`config.mk`:
```
export PLATFORM = sky130hd
export DESIGN_NAME = shift_sequencer_flat
export DESIGN_NICKNAME = d
export VERILOG_FILES = /design/src/rtl/shift_sequencer_if.sv /design/src/rtl/shift_sequencer.sv /design/src/flat_wrapper.sv
export SDC_FILE = /design/constraint.sdc
export NUM_CORES = 1
export LEC_CHECK = 0
export CORE_MARGIN = 3
export CORE_UTILIZATION = 45
export DETAILED_ROUTE_END_ITERATION = 16
export GPL_ROUTABILITY_DRIVEN = 0
export PLACE_DENSITY = 0.85
export RECOVER_POWER = 50
export REMOVE_ABC_BUFFERS = 1
export SETUP_SLACK_MARGIN = 0.05
export SKIP_CTS_REPAIR_TIMING = 1
export SYNTH_ARGS = -nofsm -noshare
export SYNTH_HDL_FRONTEND = slang
export SYNTH_SLANG_ARGS = --single-unit
```
`constraint.sdc`:
```
create_clock -name CLK -period 1.5 [get_ports CLK]
set_input_delay 0.225 -clock CLK [delete_from_list [all_inputs] [get_ports CLK]]
set_output_delay 0.225 -clock CLK [all_outputs]
set_load 0.01 [all_outputs]
```
`src/rtl/shift_sequencer_if.sv`:
```
// Bus between operand fetch / control and the multi-cycle shift sequencer.
// The master drives the request fields; the slave (sequencer) drives the
// registered result and status flags.
interface shift_sequencer_if;
  logic       START;
  logic [7:0] VALUE;
  logic [7:0] AMOUNT;
  logic [1:0] SHIFT_OP;
  logic [7:0] RESULT;
  logic       BUSY;
  logic       DONE;

  modport master (
    output START, VALUE, AMOUNT, SHIFT_OP,
    input  RESULT, BUSY, DONE
  );

  modport slave (
    input  START, VALUE, AMOUNT, SHIFT_OP,
    output RESULT, BUSY, DONE
  );
endinterface

```
`src/rtl/shift_sequencer.sv`:
```
// Multi-cycle shift/rotate engine: one bit position per clock, BUSY while
// shifting, one-cycle DONE pulse with the result held afterwards.
// Ops: 00 sll, 01 srl, 10 sra, 11 ror. Shift amounts of 8 or more saturate
// to 8 for sll/srl/sra; ror uses AMOUNT[2:0].
// Optional feature: define SHIFT_SEQ_EARLY_EXIT_EN to finish as soon as
// further steps can no longer change RESULT (same result, shorter latency).
module shift_sequencer (
  input  logic             CLK,
  input  logic             RESET,
  shift_sequencer_if.slave bus
);

  typedef enum logic [1:0] {
    S_IDLE  = 2'b00,
    S_SHIFT = 2'b01,
    S_DONE  = 2'b10
  } state_t;

  localparam logic [1:0] OP_SLL = 2'b00;
  localparam logic [1:0] OP_SRL = 2'b01;
  localparam logic [1:0] OP_SRA = 2'b10;
  localparam logic [1:0] OP_ROR = 2'b11;

  state_t     state;
  logic [7:0] result;
  logic [1:0] op;
  logic [3:0] count;
  logic       busy;
  logic       done;

  logic [7:0] shifted;
  logic       accept;
  logic [3:0] accept_count;
  logic       accept_to_done;
  logic       step_to_done;

  // One bit-position step of the selected operation.
  function automatic logic [7:0] step(input logic [7:0] r, input logic [1:0] o);
    case (o)
      OP_SLL:  return {r[6:0], 1'b0};
      OP_SRL:  return {1'b0, r[7:1]};
      OP_SRA:  return {r[7], r[7:1]};
      default: return {r[0], r[7:1]};
    endcase
  endfunction

  // Number of steps to run, fixed at the accepting edge.
  function automatic logic [3:0] eff_count(input logic [7:0] amt, input logic [1:0] o);
    if (o == OP_ROR) return {1'b0, amt[2:0]};
    return (amt >= 8'd8) ? 4'd8 : amt[3:0];
  endfunction

`ifdef SHIFT_SEQ_EARLY_EXIT_EN
  // True when every further step of this op leaves the value unchanged.
  function automatic logic settled(input logic [7:0] r, input logic [1:0] o);
    case (o)
      OP_SLL, OP_SRL: return (r == 8'h00);
      OP_SRA:         return (r == 8'h00) || (r == 8'hFF);
      default:        return 1'b0;
    endcase
  endfunction
`endif

  assign bus.RESULT = result;
  assign bus.BUSY   = busy;
  assign bus.DONE   = done;

  // Accept decision, next shifted value and the "finish now" conditions.
  // NOTE: every signal gets a value on every path through this block, so no latch can be inferred.
  always_comb begin
    shifted      = step(result, op);
    accept       = bus.START && ((state == S_IDLE) || (state == S_DONE));
    accept_count = eff_count(bus.AMOUNT, bus.SHIFT_OP);
`ifdef SHIFT_SEQ_EARLY_EXIT_EN
    accept_to_done = (accept_count == 4'd0) || settled(bus.VALUE, bus.SHIFT_OP);
    step_to_done   = (count == 4'd1) || settled(shifted, op);
`else
    accept_to_done = (accept_count == 4'd0);
    step_to_done   = (count == 4'd1);
`endif
  end

  // Sequencer FSM with registered RESULT/BUSY/DONE; synchronous reset wins.
  // NOTE: state registers use non-blocking assignments so all of them update from pre-edge values.
  always_ff @(posedge CLK) begin
    if (RESET) begin
      state  <= S_IDLE;
      result <= 8'h00;
      op     <= OP_SLL;
      count  <= 4'd0;
      busy   <= 1'b0;
      done   <= 1'b0;
    end else begin
      case (state)
        S_IDLE, S_DONE: begin
          if (accept) begin
            result <= bus.VALUE;
            op     <= bus.SHIFT_OP;
            count  <= accept_count;
            if (accept_to_done) begin
              state <= S_DONE;
              busy  <= 1'b0;
              done  <= 1'b1;
            end else begin
              state <= S_SHIFT;
              busy  <= 1'b1;
              done  <= 1'b0;
            end
          end else begin
            state <= S_IDLE;
            busy  <= 1'b0;
            done  <= 1'b0;
          end
        end
        S_SHIFT: begin
          result <= shifted;
          count  <= count - 4'd1;
          if (step_to_done) begin
            state <= S_DONE;
            busy  <= 1'b0;
            done  <= 1'b1;
          end
        end
        default: begin
          state <= S_IDLE;
          busy  <= 1'b0;
          done  <= 1'b0;
        end
      endcase
    end
  end

endmodule

```
`src/flat_wrapper.sv`:
```
// flat-port wrapper written by rule: the top's interface ports become plain ports
module shift_sequencer_flat 
  (CLK, RESET, bus_START, bus_VALUE, bus_AMOUNT, bus_SHIFT_OP, bus_RESULT, bus_BUSY, bus_DONE);
  shift_sequencer_if bus_i ();
  input  logic CLK;
  input  logic RESET;
  input wire logic [$bits(bus_i.START)-1:0] bus_START;
  input wire logic [$bits(bus_i.VALUE)-1:0] bus_VALUE;
  input wire logic [$bits(bus_i.AMOUNT)-1:0] bus_AMOUNT;
  input wire logic [$bits(bus_i.SHIFT_OP)-1:0] bus_SHIFT_OP;
  output wire logic [$bits(bus_i.RESULT)-1:0] bus_RESULT;
  output wire logic [$bits(bus_i.BUSY)-1:0] bus_BUSY;
  output wire logic [$bits(bus_i.DONE)-1:0] bus_DONE;
  assign bus_i.START = bus_START;
  assign bus_i.VALUE = bus_VALUE;
  assign bus_i.AMOUNT = bus_AMOUNT;
  assign bus_i.SHIFT_OP = bus_SHIFT_OP;
  assign bus_RESULT = bus_i.RESULT;
  assign bus_BUSY = bus_i.BUSY;
  assign bus_DONE = bus_i.DONE;
  shift_sequencer u_core (.CLK(CLK), .RESET(RESET), .bus(bus_i));
endmodule
```
==> results.sh <==
export IMPL_worst_slack_ns=0.06599
export IMPL_max_slew_margin_pct=73.95
export IMPL_timing_rr_start="u_core.count[1]"
export IMPL_area_growth_pct=40.59
export IMPL_post_dp_cell_area_sq_mm=0.001331
export IMPL_layout_drive_gt1_share_pct=16.67
export IMPL_wire_per_inst_um=14.66
export IMPL_crit_cells=1
export IMPL_yosysWarnings=0
export IMPL_irDropWorstVdd_mv=0.5374
export IMPL_critPathBufInv=1
export IMPL_skew_ns=0.005866
export IMPL_drc=0
export IMPL_endpoint_kind="output pin"
export IMPL_wirelength_um=2594
export IMPL_core_area_sq_mm=0.002022
export IMPL_ioPinCount=31
export IMPL_antenna_found_initial=0
export IMPL_reg2reg_depth=5
export IMPL_crit_family="buffers and inverters"
export IMPL_die_area_sq_mm=0.002783
export IMPL_dieHeight_um=52.75
export IMPL_ys_ff_latch=16
export IMPL_via_count=1040
export IMPL_grt_max_degree=15
export IMPL_cts_clk_slew_worst_paths_ns=0.11
export IMPL_synth_avg_cell_area_sq_um=8.478
export IMPL_synth_cell_type_count=43
export IMPL_cts_buffer_depth=2
export IMPL_critPathLaunchType="flip-flop"
export IMPL_cp_max_fo=4
export IMPL_grt_setup_unrepaired="false"
export IMPL_final_nets=174
export IMPL_rows=16
export IMPL_grt_usage_pct=19.24
export IMPL_leakage_nw=0.5421
export IMPL_portBuffers=30
export IMPL_n_antenna_cell=0
export IMPL_grt_pass1_wl_um=4064
export IMPL_period_share_pct=95.60
export IMPL_final_cell_area_sq_mm=0.001383
export IMPL_clk_latency_ns=0.29
export IMPL_path_cells="clkdlybuf4s50_1"
export IMPL_cts_tree="built"
export IMPL_cts_root_buf="clkbuf_4"
export IMPL_fmax_ghz=0.6973
export IMPL_cap_violations=0
export IMPL_drt_pass1_iter_count=4
export IMPL_fillers=169
export IMPL_maxSlewViolCount=0
export IMPL_max_stage_delay_ns=0.54
export IMPL_ys_seq_area_share_pct=32.57
export IMPL_syn_cell_area_sq_um=983.4
export IMPL_cts_sinks=16
export IMPL_status="finished clean"
export IMPL_grt_overflow=0
export IMPL_vias_per_cell=5.876
export IMPL_power_density_mw_per_mm2=861.4
export IMPL_stdcell_count=177
export IMPL_syn_inst=116
export IMPL_dpl_hpwl_um=2000
export IMPL_period_needed_ns=1.434
export IMPL_tightest_slew_ns=0.3902
export IMPL_cts_buffers=3
export IMPL_place_ws_ns=-0.1157
export IMPL_critPathKind="reg2out"
export IMPL_first_iter_violations=20
export IMPL_slowest_stage="clkdlybuf4s50_1"
export IMPL_hp_class="in2reg"
export IMPL_r2r_end="u_core.state[1]"
export IMPL_htreeDepth=1
export IMPL_setup_violations=0
export IMPL_holdPathEnd="u_core.bus.RESULT[1]"
export IMPL_grt_pass1_vias=987
export IMPL_min_from="bus_VALUE[1]"
export IMPL_reg2reg_slack_ns=0.10
export IMPL_initial_core_util_pct=48.64
export IMPL_arrival_ns=1.21
export IMPL_whs_path_depth=3
export IMPL_hold_viol=0
export IMPL_fp_dieW_um=52.75
export IMPL_required_ns=1.27
export IMPL_ant_nets=0
export IMPL_place_inst=173
[Yosys cell counts, drive strengths merged]
cell type	n	area, sq um
a221oi	1	8.760
nor4b	2	17.52
dfxtp	16	320.3
a21oi	4	20.02
o21a	7	52.55
o21ai	6	33.78
or3b	1	8.760
or3	2	12.51
a311oi	7	61.31
o2111ai	1	8.760
and4bb	1	12.51
nor4	1	6.260
ha	2	25.02
mux2i	1	10.01
buf	7	58.80
nand4	1	6.260
a22oi	1	7.510
nand3b	2	15.01
a211oi	7	52.55
o311ai	1	8.760
xor2	1	8.760
or4	1	7.510
and3	1	6.260
and4b	1	10.01
or4bb	1	11.26
or2b	1	7.510
o22ai	1	6.260
nand2b	1	8.760
and2b	1	7.510
o32ai	1	8.760
inv	7	26.28
nor3	1	5.000
nor2b	2	20.02
nand2	20	75.07
a32o	1	10.01
clkbuf	2	7.510
nor2	2	10.01
[per-stage QoR]
step	util [%]	hold slack (ns)	setup TNS, ns	power, mW
CTS	67.64	0.5007	-0.2168	1.189
global placement	65.84	0.4800	-0.1667	0.8861
finish	68.38	0.4894	0	1.191
global route	68.38	0.5026	0	1.247
floorplan	-	0.2941	0	0.6965
detailed placement	65.84	0.4860	-0.4750	0.8996
[cell type report]
class | count | area (sq um) | share of cell area (%)
multi-input combinational | 84 | 573.1 | 41.45
timing repair buffer | 39 | 381.6 | 27.60
sequential | 16 | 331.6 | 23.98
clock buffer | 4 | 36.28 | 2.624
tap | 27 | 33.78 | 2.443
inverter | 7 | 26.28 | 1.900
[where the power goes]
group | total, mW | internal (mW) | switching (mW)
clock | 0.299 | 0.148 | 0.151
sequential | 0.539 | 0.477 | 0.0618
combinational | 0.353 | 0.199 | 0.154
total | 1.19 | 0.824 | 0.367
[per-layer routing]
layer | GRT usage (%) | wire length [um] | vias up
li1 | - | - | 498
met1 | 21.31 | 1077 | 493
met2 | 36.57 | 1308 | 45
met3 | 3.419 | 180 | 4
met4 | 5.532 | 29 | 0
met5 | 0 | 0 | -
[layout by cell type (no fill, tap or decap), types with 2 or more instances in the layout]
cell type and count:
nand3b_1 2, clkdlybuf4s50_1 22, buf_4 7, dlymetal6s2s_1 2, dfxtp_2 6, nand2_1 20
o21a_1 7, or3_1 2, ha_1 2, clkdlybuf4s25_1 5, a311oi_1 7, a211oi_1 7
dfxtp_1 9, a21oi_1 4, nor4b_1 2, clkbuf_4 3, inv_1 7, o21ai_0 4
[flip-flops by register name (all words and copies together) (netlist names)]
register and count:
u_core.bus.RESULT 8, u_core.count 4, u_core.op 2, u_core.state 2
[worst max-delay path by stage]
| stage | startpoint | endpoint | slack (ns) |
|---|---|---|---|
| after floorplan | u_core.state[0] | u_core.state[1] | 0.07 |
| after global placement | bus_AMOUNT[6] | u_core.count[3] | -0.08 |
| after detailed placement | bus_AMOUNT[6] | u_core.count[3] | -0.12 |
| after CTS | u_core.state[0] | bus_BUSY | -0.16 |
| after global routing | u_core.bus.RESULT[3] | bus_RESULT[3] | 0.04 |
| final | u_core.bus.RESULT[3] | bus_RESULT[3] | 0.07 |
[kinds of logic (layout without fill, tap and decap cells)]
group / Yosys count / count (layout) / share of synthesized area [%]
mux: 1 / 1 / 1.018
compound gates: 38 / 38 / 28.37
buf+inv: 16 / 50 / 9.415
xor+xnor: 1 / 1 / 0.8907
flops: 16 / 16 / 32.57
fa+ha+maj: 2 / 2 / 2.544
simple gates: 42 / 42 / 25.19
Power figures use the tool's default switching activity.
